==> src/rtl/pipe_hazard_ctrl_pkg.sv <==
// Shared types and constants for the pipeline hazard / control unit.
package pipe_pkg;

  // Controller state: normal issue, or frozen waiting on data memory.
  typedef enum logic {
    RUN      = 1'b0,
    MEM_WAIT = 1'b1
  } state_t;

  // EXE operand-mux selects.
  localparam logic [1:0] FWD_REG = 2'b00;
  localparam logic [1:0] FWD_WB  = 2'b01;
  localparam logic [1:0] FWD_MEM = 2'b10;

  localparam int ADDR_W_DEF = 5;

endpackage

==> src/rtl/pipe_hazard_ctrl_if.sv <==
// Bundle of datapath-side signals seen by the hazard controller.
// Every signal is a level sampled by the datapath on the same rising edge;
// there is no valid/ready pairing: the controller answers combinationally
// each cycle and the datapath registers the answer on the next edge.
interface pipe_hazard_ctrl_if
  import pipe_pkg::*;
#(
  parameter int ADDR_W = ADDR_W_DEF,
  parameter int CNT_W  = 32
);
  logic [ADDR_W-1:0] id_rs, id_rt;
  logic              id_uses_rs, id_uses_rt;
  logic [ADDR_W-1:0] ex_rs, ex_rt;
  logic              ex_mem_read;
  logic [ADDR_W-1:0] ex_wr_addr;
  logic              mem_reg_write, wb_reg_write;
  logic [ADDR_W-1:0] mem_wr_addr, wb_wr_addr;
  logic              branch_taken;
  logic              mem_req, mem_ready;
  logic [1:0]        fwd_a, fwd_b;
  logic              pc_en, ifid_en, idex_en, exmem_en, memwb_en;
  logic              ifid_flush, idex_flush, exmem_flush, memwb_flush;
  logic              mem_err;
  logic [CNT_W-1:0]  cycle_cnt, stall_cnt, flush_cnt;
  state_t            state;

  // Datapath side: drives pipeline status, receives control.
  modport master (
    output id_rs, id_rt, id_uses_rs, id_uses_rt, ex_rs, ex_rt, ex_mem_read,
           ex_wr_addr, mem_reg_write, wb_reg_write, mem_wr_addr, wb_wr_addr,
           branch_taken, mem_req, mem_ready,
    input  fwd_a, fwd_b, pc_en, ifid_en, idex_en, exmem_en, memwb_en,
           ifid_flush, idex_flush, exmem_flush, memwb_flush, mem_err,
           cycle_cnt, stall_cnt, flush_cnt, state
  );

  // Controller side.
  modport slave (
    input  id_rs, id_rt, id_uses_rs, id_uses_rt, ex_rs, ex_rt, ex_mem_read,
           ex_wr_addr, mem_reg_write, wb_reg_write, mem_wr_addr, wb_wr_addr,
           branch_taken, mem_req, mem_ready,
    output fwd_a, fwd_b, pc_en, ifid_en, idex_en, exmem_en, memwb_en,
           ifid_flush, idex_flush, exmem_flush, memwb_flush, mem_err,
           cycle_cnt, stall_cnt, flush_cnt, state
  );
endinterface

==> src/rtl/pipe_hazard_ctrl_fwd_unit.sv <==
// Operand forwarding select for one EXE source register; MEM beats WB,
// register 0 is never forwarded.
module fwd_unit
  import pipe_pkg::*;
#(
  parameter int ADDR_W = ADDR_W_DEF
) (
  input  logic              mem_reg_write,
  input  logic [ADDR_W-1:0] mem_wr_addr,
  input  logic              wb_reg_write,
  input  logic [ADDR_W-1:0] wb_wr_addr,
  input  logic [ADDR_W-1:0] src,
  output logic [1:0]        sel
);
  // Priority pick of the youngest in-flight producer.
  always_comb begin
    sel = FWD_REG;
    if (mem_reg_write && (mem_wr_addr == src) && (mem_wr_addr != '0))
      sel = FWD_MEM;
    else if (wb_reg_write && (wb_wr_addr == src) && (wb_wr_addr != '0))
      sel = FWD_WB;
  end
endmodule

==> src/rtl/pipe_hazard_ctrl.sv <==
// Pipeline hazard controller: forwarding, load-use stalls, branch squash,
// data-memory freeze with timeout, and performance counters.
module pipe_hazard_ctrl
  import pipe_pkg::*;
#(
  parameter int ADDR_W      = ADDR_W_DEF,
  parameter int CNT_W       = 32,
  parameter int MEM_TIMEOUT = 15
) (
  input logic               clk,
  input logic               rst,
  pipe_hazard_ctrl_if.slave bus
);
  localparam logic [7:0] WAIT_LAST = 8'(MEM_TIMEOUT - 1);

  state_t           state, state_nx;
  logic             pend_br, pend_nx;
  logic [7:0]       wait_cnt, wait_nx;
  logic             mem_err, err_nx;
  logic [CNT_W-1:0] cycle_cnt, stall_cnt, flush_cnt;
  logic             stall_inc, flush_inc, lu;
  logic [4:0]       en_v;  // {pc, ifid, idex, exmem, memwb}
  logic [3:0]       fl_v;  // {ifid, idex, exmem, memwb}
  logic [1:0]       sel_a, sel_b;

  fwd_unit #(.ADDR_W(ADDR_W)) u_fwd_a (
    .mem_reg_write(bus.mem_reg_write), .mem_wr_addr(bus.mem_wr_addr),
    .wb_reg_write(bus.wb_reg_write), .wb_wr_addr(bus.wb_wr_addr),
    .src(bus.ex_rs), .sel(sel_a)
  );

  fwd_unit #(.ADDR_W(ADDR_W)) u_fwd_b (
    .mem_reg_write(bus.mem_reg_write), .mem_wr_addr(bus.mem_wr_addr),
    .wb_reg_write(bus.wb_reg_write), .wb_wr_addr(bus.wb_wr_addr),
    .src(bus.ex_rt), .sel(sel_b)
  );

  assign lu = bus.ex_mem_read && (bus.ex_wr_addr != '0) &&
              ((bus.id_uses_rs && (bus.ex_wr_addr == bus.id_rs)) ||
               (bus.id_uses_rt && (bus.ex_wr_addr == bus.id_rt)));

  // Next state, enables/flushes and counter strobes; reset overrides outputs.
  always_comb begin
    state_nx  = state;
    pend_nx   = pend_br;
    wait_nx   = wait_cnt;
    err_nx    = mem_err;
    stall_inc = 1'b0;
    flush_inc = 1'b0;
    en_v      = 5'b11111;
    fl_v      = 4'b0000;
    case (state)
      RUN: begin
        if (bus.mem_req && !bus.mem_ready) begin
          en_v     = 5'b00000;
          fl_v     = 4'b0001;
          state_nx = MEM_WAIT;
          wait_nx  = '0;
          if (bus.branch_taken) pend_nx = 1'b1;
        end else if (bus.branch_taken) begin
          fl_v      = 4'b1110;
          flush_inc = 1'b1;
        end else if (lu) begin
          en_v      = 5'b00111;
          fl_v      = 4'b0100;
          stall_inc = 1'b1;
        end
      end
      MEM_WAIT: begin
        // A timeout completes the access exactly as mem_ready would.
        if (bus.mem_ready || (wait_cnt == WAIT_LAST)) begin
          state_nx = RUN;
          wait_nx  = '0;
          if (!bus.mem_ready) err_nx = 1'b1;
          if (pend_br) begin
            fl_v      = 4'b1110;
            flush_inc = 1'b1;
            pend_nx   = 1'b0;
          end
        end else begin
          en_v      = 5'b00000;
          fl_v      = 4'b0001;
          stall_inc = 1'b1;
          wait_nx   = wait_cnt + 8'd1;
        end
      end
      default: state_nx = RUN;
    endcase
    if (rst) begin
      en_v = 5'b00000;
      fl_v = 4'b1111;
    end
  end

  // State, pending-branch, wait counter and sticky error registers.
  always_ff @(posedge clk or posedge rst) begin
    if (rst) begin
      state    <= RUN;
      pend_br  <= 1'b0;
      wait_cnt <= '0;
      mem_err  <= 1'b0;
    end else begin
      state    <= state_nx;
      pend_br  <= pend_nx;
      wait_cnt <= wait_nx;
      mem_err  <= err_nx;
    end
  end

  // Free-running performance counters, wrapping naturally.
  always_ff @(posedge clk or posedge rst) begin
    if (rst) begin
      cycle_cnt <= '0;
      stall_cnt <= '0;
      flush_cnt <= '0;
    end else begin
      cycle_cnt <= cycle_cnt + 1'b1;
      if (stall_inc) stall_cnt <= stall_cnt + 1'b1;
      if (flush_inc) flush_cnt <= flush_cnt + 1'b1;
    end
  end

  assign bus.fwd_a       = rst ? FWD_REG : sel_a;
  assign bus.fwd_b       = rst ? FWD_REG : sel_b;
  assign bus.pc_en       = en_v[4];
  assign bus.ifid_en     = en_v[3];
  assign bus.idex_en     = en_v[2];
  assign bus.exmem_en    = en_v[1];
  assign bus.memwb_en    = en_v[0];
  assign bus.ifid_flush  = fl_v[3];
  assign bus.idex_flush  = fl_v[2];
  assign bus.exmem_flush = fl_v[1];
  assign bus.memwb_flush = fl_v[0];
  assign bus.mem_err     = mem_err;
  assign bus.cycle_cnt   = cycle_cnt;
  assign bus.stall_cnt   = stall_cnt;
  assign bus.flush_cnt   = flush_cnt;
  assign bus.state       = state;
endmodule

==> src/flat_wrapper.sv <==
// flat-port wrapper written by rule: the top's interface ports become plain ports
module pipe_hazard_ctrl_flat import pipe_pkg::*;
#(
  parameter int ADDR_W      = ADDR_W_DEF,
  parameter int CNT_W       = 32,
  parameter int MEM_TIMEOUT = 15
)
  (clk, rst, bus_id_rs, bus_id_rt, bus_id_uses_rs, bus_id_uses_rt, bus_ex_rs, bus_ex_rt, bus_ex_mem_read, bus_ex_wr_addr, bus_mem_reg_write, bus_wb_reg_write, bus_mem_wr_addr, bus_wb_wr_addr, bus_branch_taken, bus_mem_req, bus_mem_ready, bus_fwd_a, bus_fwd_b, bus_pc_en, bus_ifid_en, bus_idex_en, bus_exmem_en, bus_memwb_en, bus_ifid_flush, bus_idex_flush, bus_exmem_flush, bus_memwb_flush, bus_mem_err, bus_cycle_cnt, bus_stall_cnt, bus_flush_cnt, bus_state);
  pipe_hazard_ctrl_if #(.ADDR_W(ADDR_W), .CNT_W(CNT_W)) bus_i ();
  input logic clk;
  input logic rst;
  input wire logic [$bits(bus_i.id_rs)-1:0] bus_id_rs;
  input wire logic [$bits(bus_i.id_rt)-1:0] bus_id_rt;
  input wire logic [$bits(bus_i.id_uses_rs)-1:0] bus_id_uses_rs;
  input wire logic [$bits(bus_i.id_uses_rt)-1:0] bus_id_uses_rt;
  input wire logic [$bits(bus_i.ex_rs)-1:0] bus_ex_rs;
  input wire logic [$bits(bus_i.ex_rt)-1:0] bus_ex_rt;
  input wire logic [$bits(bus_i.ex_mem_read)-1:0] bus_ex_mem_read;
  input wire logic [$bits(bus_i.ex_wr_addr)-1:0] bus_ex_wr_addr;
  input wire logic [$bits(bus_i.mem_reg_write)-1:0] bus_mem_reg_write;
  input wire logic [$bits(bus_i.wb_reg_write)-1:0] bus_wb_reg_write;
  input wire logic [$bits(bus_i.mem_wr_addr)-1:0] bus_mem_wr_addr;
  input wire logic [$bits(bus_i.wb_wr_addr)-1:0] bus_wb_wr_addr;
  input wire logic [$bits(bus_i.branch_taken)-1:0] bus_branch_taken;
  input wire logic [$bits(bus_i.mem_req)-1:0] bus_mem_req;
  input wire logic [$bits(bus_i.mem_ready)-1:0] bus_mem_ready;
  output wire logic [$bits(bus_i.fwd_a)-1:0] bus_fwd_a;
  output wire logic [$bits(bus_i.fwd_b)-1:0] bus_fwd_b;
  output wire logic [$bits(bus_i.pc_en)-1:0] bus_pc_en;
  output wire logic [$bits(bus_i.ifid_en)-1:0] bus_ifid_en;
  output wire logic [$bits(bus_i.idex_en)-1:0] bus_idex_en;
  output wire logic [$bits(bus_i.exmem_en)-1:0] bus_exmem_en;
  output wire logic [$bits(bus_i.memwb_en)-1:0] bus_memwb_en;
  output wire logic [$bits(bus_i.ifid_flush)-1:0] bus_ifid_flush;
  output wire logic [$bits(bus_i.idex_flush)-1:0] bus_idex_flush;
  output wire logic [$bits(bus_i.exmem_flush)-1:0] bus_exmem_flush;
  output wire logic [$bits(bus_i.memwb_flush)-1:0] bus_memwb_flush;
  output wire logic [$bits(bus_i.mem_err)-1:0] bus_mem_err;
  output wire logic [$bits(bus_i.cycle_cnt)-1:0] bus_cycle_cnt;
  output wire logic [$bits(bus_i.stall_cnt)-1:0] bus_stall_cnt;
  output wire logic [$bits(bus_i.flush_cnt)-1:0] bus_flush_cnt;
  output wire logic [$bits(bus_i.state)-1:0] bus_state;
  assign bus_i.id_rs = bus_id_rs;
  assign bus_i.id_rt = bus_id_rt;
  assign bus_i.id_uses_rs = bus_id_uses_rs;
  assign bus_i.id_uses_rt = bus_id_uses_rt;
  assign bus_i.ex_rs = bus_ex_rs;
  assign bus_i.ex_rt = bus_ex_rt;
  assign bus_i.ex_mem_read = bus_ex_mem_read;
  assign bus_i.ex_wr_addr = bus_ex_wr_addr;
  assign bus_i.mem_reg_write = bus_mem_reg_write;
  assign bus_i.wb_reg_write = bus_wb_reg_write;
  assign bus_i.mem_wr_addr = bus_mem_wr_addr;
  assign bus_i.wb_wr_addr = bus_wb_wr_addr;
  assign bus_i.branch_taken = bus_branch_taken;
  assign bus_i.mem_req = bus_mem_req;
  assign bus_i.mem_ready = bus_mem_ready;
  assign bus_fwd_a = bus_i.fwd_a;
  assign bus_fwd_b = bus_i.fwd_b;
  assign bus_pc_en = bus_i.pc_en;
  assign bus_ifid_en = bus_i.ifid_en;
  assign bus_idex_en = bus_i.idex_en;
  assign bus_exmem_en = bus_i.exmem_en;
  assign bus_memwb_en = bus_i.memwb_en;
  assign bus_ifid_flush = bus_i.ifid_flush;
  assign bus_idex_flush = bus_i.idex_flush;
  assign bus_exmem_flush = bus_i.exmem_flush;
  assign bus_memwb_flush = bus_i.memwb_flush;
  assign bus_mem_err = bus_i.mem_err;
  assign bus_cycle_cnt = bus_i.cycle_cnt;
  assign bus_stall_cnt = bus_i.stall_cnt;
  assign bus_flush_cnt = bus_i.flush_cnt;
  assign bus_state = bus_i.state;
  pipe_hazard_ctrl #(.ADDR_W(ADDR_W), .CNT_W(CNT_W), .MEM_TIMEOUT(MEM_TIMEOUT)) u_core (.clk(clk), .rst(rst), .bus(bus_i));
endmodule
==> config.mk <==
export PLATFORM = sky130hd
export DESIGN_NAME = pipe_hazard_ctrl_flat
export DESIGN_NICKNAME = d
export VERILOG_FILES = /design/src/rtl/pipe_hazard_ctrl_pkg.sv /design/src/rtl/pipe_hazard_ctrl_if.sv /design/src/rtl/pipe_hazard_ctrl_fwd_unit.sv /design/src/rtl/pipe_hazard_ctrl.sv /design/src/flat_wrapper.sv
export SDC_FILE = /design/constraint.sdc
export NUM_CORES = 1
export LEC_CHECK = 0
export BUFFER_PORTS_ARGS = -buffer_cell sky130_fd_sc_hd__buf_4
export CAP_MARGIN = 25
export CORE_UTILIZATION = 39
export DETAILED_ROUTE_END_ITERATION = 8
export PLACE_DENSITY = 0.59
export SETUP_SLACK_MARGIN = 0.1
export SLEW_MARGIN = 25
export SYNTH_ARGS = -nofsm -noshare
export SYNTH_HDL_FRONTEND = slang
export SYNTH_SLANG_ARGS = --single-unit
==> constraint.sdc <==
create_clock -name clk -period 6.75 [get_ports clk]
set_input_delay 1.35 -clock clk [delete_from_list [all_inputs] [get_ports clk]]
set_output_delay 1.35 -clock clk [all_outputs]
set_load 0.01 [all_outputs]
==> metrics.md <==
| Metric | Value |
|---|---|
| Outcome | completed |
| Post-CTS setup buffer count | 0 |
| Final net count | 719 |
| Setup Viol. Count Final | 0 |
| Main flop type after synthesis | dfrtp_1 |
| TritonCTS clock tree | built |
| Post-synth ARST share | between 90% and 100% |
| Tmin final | about 4500 ps |
| Worst Hold Endpoint | u_core.bus.stall_cnt[31] |
| #FFs+latches synth | about 110 |
| Post-placement cell area | 6650 um2 |
| Final Hold Viols | 0 |
| Worst min path class | flop to flop |
| Hold path startpoint | u_core.bus.stall_cnt[31] |
| DR vias | 4201 |
| Synthesized area per cell | 10.3 um2 |
| Htree depth | 3 |
| Worst-path clk slew | 70 ps |
| Hold depth | 1 |
| Final instance area | 6940 um2 |
| Switching Power | 0.455 mW |
| Inst Count DP | around 830 |
| Synth Warn # | 0 |
| Drc violations | 0 |
| CP arrival | 3120 ps |
| Synth top area share | about 50% |
| CP endpoint kind | output port |
| Critical Path Source Type | input port |
| Leakage | 3.21 nW |
| VDD IR max | 0.163 mV |
| First-pass GRT wire length | 19700 um |
| GPL Wtd Cong | 0.807 |
| Max FO, Critical Path | 57 |
| Clk_lat worst skew | 340 ps |
| MaxCap Viol Count | 0 |
| CORE AREA | 13300 um2 |
| Largest net degree at the start of global routing | 58 |
| Crit Reg-Reg Endpoint | u_core.bus.stall_cnt[6] |
| Unrepaired setup endpoints after global routing | no |
| Internal power | 1.15 mW |
| Worst reg2reg path depth | 9 |
| Synth top area cells | dfrtp_1 50%, xnor2_1 11%, xor2_1 9.4% |
| Worst Path Buf+Inv | 3 |
| Gate Count Post-Synth | approximately 500 |
| Max Slew Vio Count | 0 |
| Syn-to-layout area delta | 30.4% |
| Row cnt | 42 |
| Antenna cell count | 0 |
| Die Wd | around 120 um |
| Share of the yosys chip area belonging to registers | 50.4% |
| Comb pwr share | 18.3% |
| Crit. Startpoint | rst |
| Vias in the first global route | 4104 |
| Fraction of layout cells with a size suffix above 1 | 27.5% |
| Worst Path Required | 5400 ps |
| Crit Reg-Reg Startpoint | u_core.wait_cnt[0] |
| Post_cts resized | 0 |
| Final period util | 66.2% |
| Remaining Overflow, GRT | 0 |
| Die height | 119 um |
| Filler cells | 1264 |
| Initial antenna violation count | 0 |
| Cell area after synthesis | between 5000 and 6000 um2 |
| Clock power frac | 32.7% |
| Cell repeated most along the worst path | buf_4 |
| Drt via density | 4.95 |
| First-pass DRT Iterations | 4 |
| Die area | roughly 14000 um2 |
| Final wirelength | between 10000 and 15000 um |
| Synth cell types | 45 |
| Crit. path cell count | 6 |
| Post-synth EDFFs | 0 |
| TNS Setup | 0 ps |
| CP top delay family | buffers and inverters |
| Register-to-Register Setup Slack | 4120 ps |
| Clock sink count | 107 |
| Syn nets | approximately 570 |
| Switching Fraction | ~28% |
| Final ANT Viol Nets | 0 |
| Clock Tree Buf Depth | 2 |
| FMAX | 0.224 GHz |
| WS Path Type | input port to output port |
| Worst slew pin tran | 690 ps |
| Non-Filler Instances | 849 |
| CP Cell Sequence | buf_4 > inv_4 > o211ai_1 > or4_1 > nor4_1 > buf_4 |
| Clk root buf | clkbuf_16 |
| Clock Skew | 9.01 ps |
| Iteration-0 DRC Markers | ~180 |
| Slew Limit Headroom | a little over half |
| Initial core utilization | roughly two fifths |
| Port buffer count | approximately 160 |
| CTS Hold Bufs | 0 |
| Drt wl/cell | 14.0 um |
| Leading area contributor after synthesis | dfrtp_1 |
| Power Density | 231 nW/um2 |
| Post-detail-place hpwl | ~9000 um |
| CP max-delay cell | or4_1 |
| Global Route Usage Sum | between 10% and 20% |
| CTS Buf Count | 9 |
| Worst stage delay on the critical path | 540 ps |
| Sequential power share | between 40% and 50% |
| IO Count | 156 |
routing by layer:
metal,up-vias,share of wire (%),GRT usage [%]
met1,2019,47,23.0
li1,2062,-,-
met4,0,1.6,6.09
met2,107,46,27.6
met5,-,0,0
met3,13,5.5,4.10
synth_stat cells, types with 7 or more instances:
cell      count
and3_1       14
and4_1        7
clkbuf_1      8
dfrtp_1     107
inv_1        11
nand2_1      52
nand3_1      35
nand4_1      21
nor2_1       38
nor3_1       15
nor4_1       10
o21ai_0      15
xnor2_1      66
xor2_1       57
through the flow:
stage          utilization, %  setup slack [ps]  power, mW  hold slack, ps
2_1_floorplan               -               582      0.934             436
3_3_place_gp             50.0              2220       1.09             461
3_5_place_dp             50.0              2210       1.09             467
4_1_cts                  52.2              2200       1.62             480
5_1_grt                  52.2              2080       1.68             491
6_report                 52.2              2280       1.60             477
power groups by stage:
stage | sequential, mW | clock [mW] | combinational (mW)
finish | 0.785 | 0.524 | 0.294
global route | 0.797 | 0.560 | 0.322
global placement | 0.794 | 0 | 0.293
CTS | 0.785 | 0.536 | 0.298
detailed placement | 0.795 | 0 | 0.298
floorplan | 0.805 | 0 | 0.129
worst max-delay path by stage:
| stage | end |
|---|---|
| final | bus_fwd_b[0] |
| after global routing | bus_fwd_b[0] |
| after CTS | bus_fwd_b[0] |
| after detailed placement | bus_fwd_b[0] |
| after global placement | bus_fwd_a[0] |
| after floorplan | bus_fwd_a[0] |
cell families after synthesis:
kind of cell             count (synthesis)  synth area share (%)
AO/OA/AOI/OAI                           26                  3.15
XOR/XNOR                               123                  20.3
adder cells (fa/ha/maj)                  5                  1.18
buffers and inverters                   25                  2.21
flip-flops                             107                  50.4
multiplexers                             3                 0.612
AND/OR/NAND/NOR                        226                  22.2
layout by cell type, fill, tap and decap left out, types with 14 or more instances in the layout:
master   count
buf_4      157
dfrtp_1    107
and3_1      14
nor2_1      38
xor2_1      57
nand2_1     52
o21ai_0     15
xnor2_1     66
nand4_1     21
nand3_1     35
nor3_1      15
state kept, by name, indices dropped and copies added, names as in the netlist:
name / flops
u_core.bus.flush_cnt: 32
u_core.bus.stall_cnt: 32
u_core.bus.mem_err: 1
u_core.bus.cycle_cnt: 32
u_core.bus.state: 1
u_core.pend_br: 1
u_core.wait_cnt: 8
cell type report:
| type | instances | area (um2) | share of cell area [%] |
|---|---|---|---|
| inverters | 11 | 43.8 | 0.631 |
| flip-flops and latches | 107 | 2680 | 38.6 |
| clock buffers | 10 | 229 | 3.30 |
| clock inverters | 5 | 60.1 | 0.866 |
| repair buffers | 157 | 1180 | 17.0 |
| multi-input cells | 383 | 2530 | 36.4 |
| well taps | 176 | 220 | 3.18 |
(Power assumes the default switching activity.)
